File: config.mk
export PLATFORM = sky130hd
export DESIGN_NAME = ocra1_serialiser
export DESIGN_NICKNAME = d
export VERILOG_FILES = /design/src/rtl/ocra1_pkg.sv /design/src/rtl/ocra1_spi_clkdiv.sv /design/src/rtl/ocra1_serialiser.sv
export SDC_FILE = /design/constraint.sdc
export NUM_CORES = 1
export LEC_CHECK = 0
export ABC_AREA = 1
export CAP_MARGIN = 20
export CORE_MARGIN = 3
export CORE_UTILIZATION = 56
export DETAILED_ROUTE_END_ITERATION = 8
export GPL_ROUTABILITY_DRIVEN = 0
export PLACE_DENSITY = 0.86
export SYNTH_ARGS = -nofsm -noshare
export SYNTH_HDL_FRONTEND = slang
export SYNTH_SLANG_ARGS = --single-unit
File: constraint.sdc
create_clock -name clk -period 3 [get_ports clk]
set_input_delay 0.3 -clock clk [delete_from_list [all_inputs] [get_ports clk]]
set_output_delay 0.3 -clock clk [all_outputs]
set_load 0.05 [all_outputs]
File: src/rtl/ocra1_pkg.sv
// Shared types for the OCRA1 DAC serialiser: FSM state encoding, word width, latched frame.
package ocra1_pkg;

  localparam int WORD_W    = 24;
  localparam int BIT_CNT_W = 5;
  localparam int TMR_W     = 5;

  typedef enum logic [1:0] {
    IDLE  = 2'd0,
    SHIFT = 2'd1,
    GAP   = 2'd2,
    LDAC  = 2'd3
  } state_t;

  typedef struct packed {
    logic [WORD_W-1:0] x;
    logic [WORD_W-1:0] y;
    logic [WORD_W-1:0] z;
    logic [WORD_W-1:0] z2;
    logic              ldac;
  } frame_t;

endpackage

File: src/rtl/ocra1_spi_clkdiv.sv
// SPI clock generator: idles high, SPI_DIV cycles per half-period, strobes on the last cycle of each half.
// Latency: level changes one cycle after a strobe; no backpressure, held idle while en=0.
module ocra1_spi_clkdiv #(
  parameter int SPI_DIV = 2
) (
  input  logic clk,
  input  logic rst_n,
  input  logic en,
  output logic spi_clk,
  output logic spi_rise,
  output logic spi_fall
);

  localparam logic [3:0] DIV_LAST = 4'(SPI_DIV - 1);

  logic [3:0] div_cnt;
  logic       half_end;

  always_ff @(posedge clk) begin
    if (!rst_n || !en) begin
      div_cnt <= '0;
      spi_clk <= 1'b1;
    end else if (div_cnt == DIV_LAST) begin
      div_cnt <= '0;
      spi_clk <= ~spi_clk;
    end else begin
      div_cnt <= div_cnt + 4'd1;
    end
  end

  // Strobes announce the edge that appears on spi_clk in the following cycle.
  assign half_end = en && (div_cnt == DIV_LAST);
  assign spi_rise = half_end && !spi_clk;
  assign spi_fall = half_end &&  spi_clk;

endmodule

File: src/rtl/ocra1_serialiser.sv
// Four-channel lockstep SPI serialiser for the OCRA1 DACs with optional LDAC pulse; busy_o high one cycle after accept,
// new requests ignored while busy. Optional sticky overrun flag err_o under OCRA1_SERIALISER_ERR_EN.
module ocra1_serialiser
  import ocra1_pkg::*;
#(
  parameter int SPI_DIV  = 2,
  parameter int LDAC_LEN = 4
) (
  input  logic              clk,
  input  logic              rst_n,
  input  logic [WORD_W-1:0] data_x_i,
  input  logic [WORD_W-1:0] data_y_i,
  input  logic [WORD_W-1:0] data_z_i,
  input  logic [WORD_W-1:0] data_z2_i,
  input  logic              valid_i,
  input  logic              ldac_i,
  output logic              busy_o,
  output logic              oc1_clk_o,
  output logic              oc1_syncn_o,
  output logic              oc1_ldacn_o,
  output logic              oc1_sdox_o,
  output logic              oc1_sdoy_o,
  output logic              oc1_sdoz_o,
  output logic              oc1_sdoz2_o
`ifdef OCRA1_SERIALISER_ERR_EN
  ,
  output logic              err_o
`endif
);

  localparam logic [TMR_W-1:0]     GAP_LAST  = TMR_W'(2 * SPI_DIV - 1);
  localparam logic [TMR_W-1:0]     LDAC_LAST = TMR_W'(LDAC_LEN - 1);
  localparam logic [BIT_CNT_W-1:0] BIT_MSB   = BIT_CNT_W'(WORD_W - 1);

  state_t                state_q, state_d;
  logic [BIT_CNT_W-1:0]  bit_cnt_q, bit_cnt_d;
  logic [TMR_W-1:0]      tmr_q, tmr_d;
  frame_t                frame_q, frame_d;
  logic                  clocked_q, clocked_d;
  logic                  spi_clk, spi_rise, spi_fall;
  logic                  shifting;

  assign shifting = (state_q == SHIFT);

  ocra1_spi_clkdiv #(
    .SPI_DIV (SPI_DIV)
  ) u_clkdiv (
    .clk      (clk),
    .rst_n    (rst_n),
    .en       (shifting),
    .spi_clk  (spi_clk),
    .spi_rise (spi_rise),
    .spi_fall (spi_fall)
  );

  always_ff @(posedge clk) begin
    if (!rst_n) begin
      state_q   <= IDLE;
      bit_cnt_q <= '0;
      tmr_q     <= '0;
      frame_q   <= '0;
      clocked_q <= 1'b0;
    end else begin
      state_q   <= state_d;
      bit_cnt_q <= bit_cnt_d;
      tmr_q     <= tmr_d;
      frame_q   <= frame_d;
      clocked_q <= clocked_d;
    end
  end

  always_comb begin
    state_d   = state_q;
    bit_cnt_d = bit_cnt_q;
    tmr_d     = tmr_q;
    frame_d   = frame_q;
    clocked_d = clocked_q;
    unique case (state_q)
      IDLE: begin
        if (valid_i) begin
          state_d   = SHIFT;
          bit_cnt_d = BIT_MSB;
          tmr_d     = '0;
          clocked_d = 1'b0;
          frame_d   = '{x: data_x_i, y: data_y_i, z: data_z_i, z2: data_z2_i, ldac: ldac_i};
        end
      end
      SHIFT: begin
        // clocked_q records that the DAC has seen the falling edge of the current bit.
        if (spi_fall) clocked_d = 1'b1;
        if (spi_rise && clocked_q) begin
          clocked_d = 1'b0;
          if (bit_cnt_q == '0) state_d = GAP;
          else                 bit_cnt_d = bit_cnt_q - 1'b1;
        end
      end
      GAP: begin
        if (tmr_q == GAP_LAST) begin
          tmr_d   = '0;
          state_d = frame_q.ldac ? LDAC : IDLE;
        end else begin
          tmr_d = tmr_q + 1'b1;
        end
      end
      LDAC: begin
        if (tmr_q == LDAC_LAST) begin
          tmr_d   = '0;
          state_d = IDLE;
        end else begin
          tmr_d = tmr_q + 1'b1;
        end
      end
      default: state_d = IDLE;
    endcase
  end

  assign busy_o      = (state_q != IDLE);
  assign oc1_clk_o   = spi_clk;
  assign oc1_syncn_o = !shifting;
  assign oc1_ldacn_o = (state_q != LDAC);
  assign oc1_sdox_o  = shifting && frame_q.x[bit_cnt_q];
  assign oc1_sdoy_o  = shifting && frame_q.y[bit_cnt_q];
  assign oc1_sdoz_o  = shifting && frame_q.z[bit_cnt_q];
  assign oc1_sdoz2_o = shifting && frame_q.z2[bit_cnt_q];

`ifdef OCRA1_SERIALISER_ERR_EN
  always_ff @(posedge clk) begin
    if (!rst_n)                err_o <= 1'b0;
    else if (valid_i && busy_o) err_o <= 1'b1;
  end
`endif

endmodule
==> impl_metrics.csv, run 1 <==
group,metric,value,unit
sta,tightest_slew,0.8022,ns
placement,placed_area,6316,um2
sta,maxSlewHeadroom,0.4652,
worst_setup_path,path_cells,"buf_4, nor2_1, nor2_1, o21ai_0, nand2_1, nand2_1, nand2_1, nand3_1, a21oi_1, buf_12",
global_routing,grtUsageTotal,0.2575,
run,maxCapViolCount,0,
power,leakage,2.852,nW
clocking,cts_max_level,4,
worst_setup_path,start_kind,"flop",
clocking,hold_buffers,0,
finish,area_growth,30.09,%
global_routing,grt_max_degree,103,
clocking,clock-sinks,115,
worst_setup_path,worstPathRequired,2.70,ns
clocking,tritoncts,"yes",
clocking,clockBufferDepth,2,
global_routing,grt_pass1_vias,5074,
routing,via_per_inst,5.469,
routing,drc,0,
routing,vias,5349,
placement,numPortBuffers,107,
die,die-area,10760,um2
global_routing,grt_antenna_before_repair,0,
routing,drt-pass1-iter-count,6,
sta,min_period,2.735,ns
worst_hold_path,hp-class,"primary input to flop",
synth,syn-instance-count,756,
synth,syn_area,5348,um2
synth,synth_area_leaders,"dfxtp_1, o21ai_0, nor2_1",
synth,ys_warn_count,0,
clocking,insertion_delay,0.52,ns
finish,final_nets,941,
routing,drtAntennaViolNets,0,
sta,timing.fmax,365.7,MHz
worst_setup_path,worstSetupEndpointType,"primary output",
worst_setup_path,critPathMaxStageDelay,0.47,ns
sta,rsz0062_at_grt,"no",
die,core.rowCount,35,
finish,drive_above_1_share,0.07774,
die,die_y,103.7,um
global_routing,grt_overflow_total,0,
synth,yosysTopAreaCell,"dfxtp_1",
synth,avgSynthCellArea,7.074,um2
outcome,status,"finished, final reports clean",
die,ioPinCount,108,
power,p_per_area,995.9,nW/um2
clocking,postCtsSetupBuffers,0,
finish,diodes,0,
sta,drv_slew,0,
worst_setup_path,crit_fanout,58,
finish,final_area,6957,um2
finish,fillers,659,
worst_setup_path,crit_type,"flop to primary output",
sta,hold_viol,0,
sta,fin_setup_tns,0,ns
worst_setup_path,cp_common_cell,"nand2_1",
synth,seq_area_frac_synth,0.4305,
routing,wirelength,13940,um
synth,synth_nets,860,
sta,final.period_utilization,0.9116,
die,start_util,0.5787,
global_routing,grt_pass1_wl,23000,um
worst_setup_path,cp_data_arrival_time,2.43,ns
die,die_w,103.7,um
routing,drt_iter0_markers,379,
clocking,cts_inserted_buffers,17,
clocking,cts_root_buf,"clkbuf_8",
worst_setup_path,slowest_stage,"buf_4",
synth,ys_seq_elements,115,
clocking,clk_pin_slew,0.05,ns
routing,wl_per_cell,14.25,um
power,ir_drop,0.5088,mV
synth,synth_cell_types,37,
placement,dpl.hpwl,9225,um
sta,setup_violations,0,
synth,synth_top_area_frac,0.4305,
die,core,9240,um2
sta,fin_worst_skew,0.007270,ns
clocking,cts_resized,0,
-- critical path, delay by kind of cell (launching register included) --
kind	cells	cell delay (ns)
AND/OR/NAND/NOR	6	0.52
buffers and inverters	2	0.65
AO/OA/AOI/OAI	2	0.40
flip-flops	1	0.33
-- layer usage --
layer | share of wire | track usage | wire (um)
met2 | 0.48 | 0.4215 | 6693
met4 | 0.017 | 0.09402 | 242
met3 | 0.080 | 0.07352 | 1112
met5 | 0 | 0 | 0
met1 | 0.42 | 0.3248 | 5887
-- where the power goes --
group / switching, mW / internal, mW
Sequential: 0.182 / 1.90
Combinational: 1.76 / 0.915
Clock: 0.671 / 1.50
-- cell usage in the layout (no fill, tap or decap), types with 2 or more instances in the layout --
| cell type | n |
|---|---|
| a211oi_1 | 2 |
| a21oi_1 | 65 |
| a21oi_2 | 2 |
| buf_4 | 10 |
| bufinv_16 | 5 |
| clkbuf_1 | 3 |
| clkbuf_16 | 16 |
| clkbuf_8 | 4 |
| clkdlybuf4s50_1 | 102 |
| clkinv_1 | 2 |
| clkinvlp_4 | 2 |
| dfxtp_1 | 114 |
| ha_1 | 4 |
| inv_1 | 61 |
| inv_2 | 7 |
| nand2_1 | 93 |
| nand2_2 | 3 |
| nand2_4 | 2 |
| nand3_1 | 60 |
| nand4_1 | 3 |
| nor2_1 | 140 |
| nor2_4 | 2 |
| o211ai_1 | 7 |
| o211ai_2 | 2 |
| o21ai_0 | 109 |
| o21ai_1 | 12 |
| or2_2 | 3 |
-- flip-flops by register name (all words and copies together), names as in the netlist --
register / flops
tmr_q: 5
bit_cnt_q: 5
frame_q: 97
clocked_q: 1
u_clkdiv.spi_clk: 1
u_clkdiv.div_cnt: 4
state_q: 2
-- cell type report --
| cell class | instances | area [um2] | share of cell area |
|---|---|---|---|
| Multi-Input combinational cell | 519 | 2467 | 0.3547 |
| Sequential cell | 115 | 2303 | 0.3311 |
| Timing Repair Buffer | 114 | 1121 | 0.1612 |
| Clock buffer | 23 | 466.7 | 0.06709 |
| Inverter | 70 | 262.8 | 0.03777 |
| Clock inverter | 8 | 173.9 | 0.02500 |
| Tap cell | 129 | 161.4 | 0.02320 |
-- final timing paths --
kind              cells after the start    startpoint  slack [ns]          end
hold / removal                        3         rst_n        0.17     tmr_q[4]
setup reg to reg                      5    state_q[1]        0.88  frame_q[35]
hold reg to reg                       2   frame_q[87]        0.46  frame_q[87]
setup / recovery                     10  bit_cnt_q[0]        0.27  oc1_sdoz2_o
-- cell usage after synthesis (all sizes together) --
| cell type | count |
|---|---|
| a211oi | 2 |
| a21oi | 67 |
| a221oi | 1 |
| a31oi | 1 |
| a32o | 1 |
| buf | 37 |
| clkbuf | 15 |
| clkinv | 2 |
| dfxtp | 115 |
| ha | 4 |
| inv | 68 |
| nand2 | 98 |
| nand3 | 60 |
| nand4 | 4 |
| nor2 | 143 |
| nor3b | 1 |
| o211ai | 9 |
| o21a | 1 |
| o21ai | 121 |
| or2 | 4 |
| xnor2 | 1 |
| xor2 | 1 |
-- through the flow --
stage / power, mW / instances / worst slack (ns) / hold slack [ns] / utilization
after floorplan: 4.169 / 756 / 0.9371 / 0.4292 / -
after global routing: 7.344 / 978 / 0.1342 / 0.2018 / 0.7529
final: 6.928 / 978 / 0.2652 / 0.1748 / 0.7529
after global placement: 4.597 / 947 / 0.9042 / 0.4429 / 0.6835
after detailed placement: 4.704 / 947 / 0.8507 / 0.4466 / 0.6835
after CTS: 6.896 / 978 / 0.2994 / 0.1651 / 0.7529
-- logic make-up (layout without fill, tap and decap cells) --
family                   Yosys count  in the layout  synth area share
AO/OA/AOI/OAI                    203            203            0.2019
XOR/XNOR                           2              2          0.003276
adder cells (fa/ha/maj)            4              4          0.009359
buffers and inverters            122            215            0.1081
flip-flops                       115            115            0.4305
AND/OR/NAND/NOR                  310            310            0.2468
No activity file was read; power rests on OpenSTA's default activity.
==> run 2: changes to the inputs <==
CORE_ASPECT_RATIO = 1.1   (was default)
CORE_UTILIZATION = 52   (was 56)
PLACE_DENSITY = 0.81   (was 0.86)
clock period = 3.1 ns   (was 3 ns; I/O delays follow)
==> impl_metrics.csv, run 2 (synthesis results as in run 1) <==
group,metric,value,unit
outcome,status,"finished, final reports clean",
die,ioPinCount,108,
die,die_w,102.7,um
global_routing,grt_max_degree,103,
worst_setup_path,critPathMaxStageDelay,0.57,ns
finish,final_nets,939,
sta,timing.fmax,350.3,MHz
routing,vias,5256,
power,p_per_area,948.6,nW/um2
sta,min_period,2.855,ns
clocking,clockBufferDepth,2,
sta,rsz0062_at_grt,"no",
worst_hold_path,hp-class,"primary input to flop",
sta,hold_viol,0,
finish,layout_common_cells,"nor2_1, dfxtp_1, o21ai_0, clkdlybuf4s50_1, nand2_1",
global_routing,grt_pass1_wl,22750,um
routing,via_per_inst,5.430,
die,die-area,11540,um2
die,core,9937,um2
sta,maxSlewHeadroom,0.4918,
finish,diodes,0,
clocking,clock-sinks,115,
die,die_y,112.4,um
placement,numPortBuffers,107,
routing,drt_iter0_markers,425,
power,leakage,2.844,nW
sta,drv_slew,0,
clocking,cts_root_buf,"clkbuf_8",
die,start_util,0.5382,
finish,largest_reg_flops,97,
sta,setup_violations,0,
routing,drt-pass1-iter-count,7,
clocking,cts_inserted_buffers,17,
finish,regMostFlops,"frame_q",
sta,worst_slack,0.2454,ns
worst_setup_path,cp_data_arrival_time,2.54,ns
worst_setup_path,worstPathRequired,2.79,ns
clocking,cts_max_level,4,
sta,fin_setup_tns,0,ns
placement,dpl_worst_slack,0.7797,ns
routing,wirelength,13690,um
power,power.total,6.555,mW
finish,area_growth,29.22,%
run,maxCapViolCount,0,
sta,tightest_slew,0.7624,ns
worst_setup_path,crit_type,"flop to primary output",
sta,fin_worst_skew,0.008575,ns
routing,drc,0,
power,ir_drop,0.5227,mV
worst_setup_path,reg2reg_slack,0.89,ns
clocking,tritoncts,"yes",
global_routing,grt_overflow_total,0,
finish,largest_registers,"frame_q x97, bit_cnt_q x5, tmr_q x5",
finish,drive_above_1_share,0.07901,
routing,drtAntennaViolNets,0,
global_routing,grtUsageTotal,0.2460,
global_routing,grt_pass1_vias,4977,
worst_setup_path,path_cells,"clkinv_1, nand3_1, nand3_1, nand2_1, nand2_1, a21oi_1, buf_4",
clocking,insertion_delay,0.52,ns
sta,final.period_utilization,0.9208,
worst_setup_path,worstSetupEndpointType,"primary output",
worst_setup_path,start_kind,"flop",
clocking,clk_pin_slew,0.06,ns
worst_setup_path,slowest_stage,"dfxtp_1",
routing,wl_per_cell,14.15,um
finish,fillers,799,
clocking,hold_buffers,0,
die,core.rowCount,38,
global_routing,grt_antenna_before_repair,0,
finish,final_common_cell,"nor2_1",
placement,dpl.hpwl,9074,um
worst_setup_path,crit_fanout,13,
==> run 2: repair_timing <==
action / CTS / global route
setup buffers: 0 / 0
gates resized for setup: 0 / 1
endpoints found under the setup margin: 0 / 1
==> run 2: metal layers <==
| layer | global-route usage | share of wire | vias to the layer above |
|---|---|---|---|
| met3 | 0.06401 | 0.075 | 27 |
| met5 | 0 | 0 | - |
| met2 | 0.3829 | 0.47 | 230 |
| met1 | 0.3248 | 0.44 | 2366 |
| met4 | 0.09624 | 0.019 | 0 |
| li1 | - | - | 2633 |
==> run 2: area by class of cell <==
class | count | area, um2 | share of cell area
tap | 120 | 150.1 | 0.02173
sequential | 115 | 2305 | 0.3335
clock buffer | 21 | 449.2 | 0.06500
multi-input combinational | 519 | 2467 | 0.3571
inverter | 70 | 262.8 | 0.03802
clock inverter | 11 | 157.7 | 0.02281
timing repair buffer | 112 | 1119 | 0.1619
==> run 2: worst paths after layout <==
| path | from | to | cells after the start |
|---|---|---|---|
| worst max-delay path | bit_cnt_q[2] | oc1_sdoz_o | 7 |
| worst min-delay path | rst_n | bit_cnt_q[0] | 3 |
| worst max register to register | state_q[1] | frame_q[19] | 5 |
| worst min register to register | frame_q[75] | frame_q[75] | 2 |
==> run 2: critical path, delay by kind of cell, from the launching register on <==
family,cells,cell delay (ns)
buffers and inverters,2,0.77
DFF,1,0.57
and+or+nand+nor,4,0.49
AOI/OAI and AO/OA,1,0.20
==> run 2: report_power, final <==
part	internal, mW	switching (mW)
Combinational	0.883	1.62
Sequential	1.84	0.215
Clock	1.34	0.654
Total	4.06	2.49
==> run 2: through the flow <==
stage | cells | cell area, um2 | utilization | hold slack, ns
6_report | 968 | 6910 | 0.6954 | 0.1701
5_1_grt | 968 | 6910 | 0.6954 | 0.2079
4_1_cts | 968 | 6909 | 0.6953 | 0.1588
3_5_place_dp | 936 | 6302 | 0.6342 | 0.4470
3_3_place_gp | 936 | 6302 | 0.6342 | 0.4396
2_1_floorplan | 756 | 5348 | - | 0.4292
==> run 3: changes to the inputs <==
ABC_AREA = default   (was 1)
CORE_UTILIZATION = 51   (was 52)
PLACE_DENSITY = 0.8   (was 0.81)
RECOVER_POWER = 100   (was default)
==> impl_metrics.csv, run 3 <==
group,metric,value,unit
outcome,status,"finished, violations left",
outcome,violations,"capacitance limit, slew limit",
worst_setup_path,crit_type,"flop to primary output",
synth,syn_area,5106,um2
sta,timing.fmax,341.7,MHz
die,core,9537,um2
global_routing,grt_overflow_total,0,
routing,via_per_inst,5.648,
sta,tightest_slew,1.531,ns
worst_setup_path,worstReg2RegEnd,"bit_cnt_q[1]",
sta,fin_setup_tns,0,ns
worst_setup_path,cp_top_family,"simple AND/OR/NAND/NOR gates",
synth,synth_most_common_cell,"nand2_1",
sta,final.period_utilization,0.9442,
synth,syn-instance-count,621,
routing,wl_per_cell,16.08,um
synth,synth_flop_cell,"dfxtp_1",
clocking,tritoncts,"yes",
worst_hold_path,min_path_cells,3,
synth,synth_cell_types,51,
clocking,cts_resized,0,
routing,vias,4733,
synth,synth_nets,725,
finish,fillers,713,
sta,hold_viol,0,
worst_setup_path,reg2reg_depth,4,
worst_setup_path,worstPathRequired,2.79,ns
worst_setup_path,slowest_stage,"nor3b_1",
sta,rsz0062_at_grt,"no",
placement,numPortBuffers,107,
finish,drive_above_1_share,0.08460,
power,leakage,2.528,nW
worst_setup_path,path_cells,"and2b_4, inv_4, nor3b_1, nand3_1, o211ai_1, buf_2",
finish,regMostFlops,"frame_q",
power,ir_drop,0.4735,mV
global_routing,grt_max_degree,99,
finish,final_area,6777,um2
clocking,clockBufferDepth,2,
worst_setup_path,critPathMaxStageDelay,0.66,ns
global_routing,grt_antenna_before_repair,0,
synth,ys_seq_elements,115,
synth,yosysTopAreaCell,"dfxtp_1",
synth,synth_edf_count,0,
clocking,insertion_delay,0.51,ns
routing,drtAntennaViolNets,0,
die,start_util,0.5354,
sta,fin_worst_skew,0.008507,ns
sta,min_period,2.927,ns
routing,drc,0,
clocking,cts_root_buf,"clkbuf_8",
global_routing,grtUsageTotal,0.2420,
finish,layout_common_cells,"nand2_1, dfxtp_1, a21oi_1, clkdlybuf4s50_1, mux2i_1",
routing,drt-pass1-iter-count,5,
global_routing,grt_pass1_vias,4761,
clocking,cts_inserted_buffers,17,
worst_hold_path,hp-start,"data_z_i[6]",
die,die-area,11250,um2
synth,ys_top_cells_by_count,"nand2_1, dfxtp_1, a21oi_1",
finish,seq_area,2303,um2
finish,largest_reg_flops,97,
clocking,postCtsSetupBuffers,0,
synth,synth_area_leaders,"dfxtp_1, nand2_1, a21oi_1",
die,die_y,110.9,um
synth,avgSynthCellArea,8.222,um2
finish,largest_registers,"frame_q x97, bit_cnt_q x5, tmr_q x5",
worst_setup_path,reg2reg_slack,0.32,ns
synth,seq_area_frac_synth,0.4509,
placement,dpl.hpwl,8722,um
worst_hold_path,hold-path-endpoint,"frame_q[31]",
routing,drt_iter0_markers,330,
finish,area_growth,32.71,%
die,die_w,101.4,um
power,p_per_area,630.3,nW/um2
routing,wirelength,13480,um
clocking,cts_max_level,4,
clocking,hold_buffers,0,
sta,setup_violations,0,
finish,final_nets,812,
synth,synth_top_area_frac,0.4509,
clocking,clk_pin_slew,0.06,ns
worst_setup_path,crit_fanout,13,
die,core.rowCount,37,
finish,final_common_cell,"nand2_1",
worst_setup_path,worstSetupEndpointType,"primary output",
synth,ys_warn_count,0,
finish,diodes,0,
worst_setup_path,cp_data_arrival_time,2.62,ns
synth,synthArstFlopShare,0,
sta,drv_slew,78,
worst_setup_path,crit_buf_inv,2,
worst_setup_path,start_kind,"flop",
worst_hold_path,hp-class,"primary input to flop",
die,ioPinCount,108,
sta,maxSlewHeadroom,-0.02080,
placement,placed_area,6160,um2
finish,multi_input_area,2527,um2
worst_setup_path,rr_startpoint,"state_q[1]",
global_routing,grt_pass1_wl,21840,um
clocking,clock-sinks,115,
run,maxCapViolCount,1,
worst_setup_path,crit_cells,6,
[run 3: worst max-delay path by stage]
stage,start,slack (ns),end
final,state_q[1],0.17,oc1_sdox_o
after global placement,valid_i,0.79,frame_q[38]
after CTS,bit_cnt_q[2],0.21,oc1_sdoy_o
after detailed placement,valid_i,0.68,frame_q[60]
after global routing,state_q[1],0.03,oc1_sdox_o
after floorplan,state_q[0],0.45,oc1_sdoy_o
[run 3: cells by family (layout without fill, tap and decap cells)]
family          count (synthesis)  in the layout  synth area share
fa+ha+maj                       4              4          0.009802
simple gates                  265            265            0.2223
mux                            43             43            0.1120
flops                         115            115            0.4509
compound gates                137            137            0.1497
xor+xnor                        3              3          0.005147
buf+inv                        54            154           0.05023
[run 3: through the flow]
stage	total power [mW]	setup WS, ns	util	instances	hold WS (ns)
after global routing	4.412	0.02990	0.7106	838	0.3408
after global placement	2.166	0.7870	0.6459	806	0.4377
after CTS	4.291	0.2124	0.7132	838	0.3263
final	4.271	0.1731	0.7106	838	0.3416
after detailed placement	2.186	0.6767	0.6459	806	0.4435
after floorplan	1.974	0.4540	-	621	0.3818
[run 3: layer usage]
| metal | up-vias | routed length, um | part of all wire | GRT usage |
|---|---|---|---|---|
| met5 | - | 0 | 0 | 0 |
| met1 | 2265 | 5332 | 0.40 | 0.2881 |
| met2 | 151 | 7034 | 0.52 | 0.4154 |
| met4 | 0 | 298 | 0.022 | 0.09131 |
| li1 | 2286 | - | - | - |
| met3 | 31 | 812 | 0.060 | 0.05790 |
[run 3: area by class of cell]
cell class              count  share of cell area
repair buffers            114              0.1658
clock buffers              23             0.06887
flip-flops and latches    115              0.3399
inverters                   8            0.004985
well taps                 117             0.02160
multi-input cells         452              0.3730
clock inverters             9             0.02585
[run 3: power by group]
part           internal [mW]  switching [mW]  leakage, nW
combinational          0.264           0.270         1.28
sequential              1.56          0.0669        0.943
clock                   1.45           0.662        0.308
[run 3: tightest hold or removal path: stages]
cell	delay, ns
clkdlybuf4s50_1	0.39
nand2_1	0.05
a21oi_1	0.05
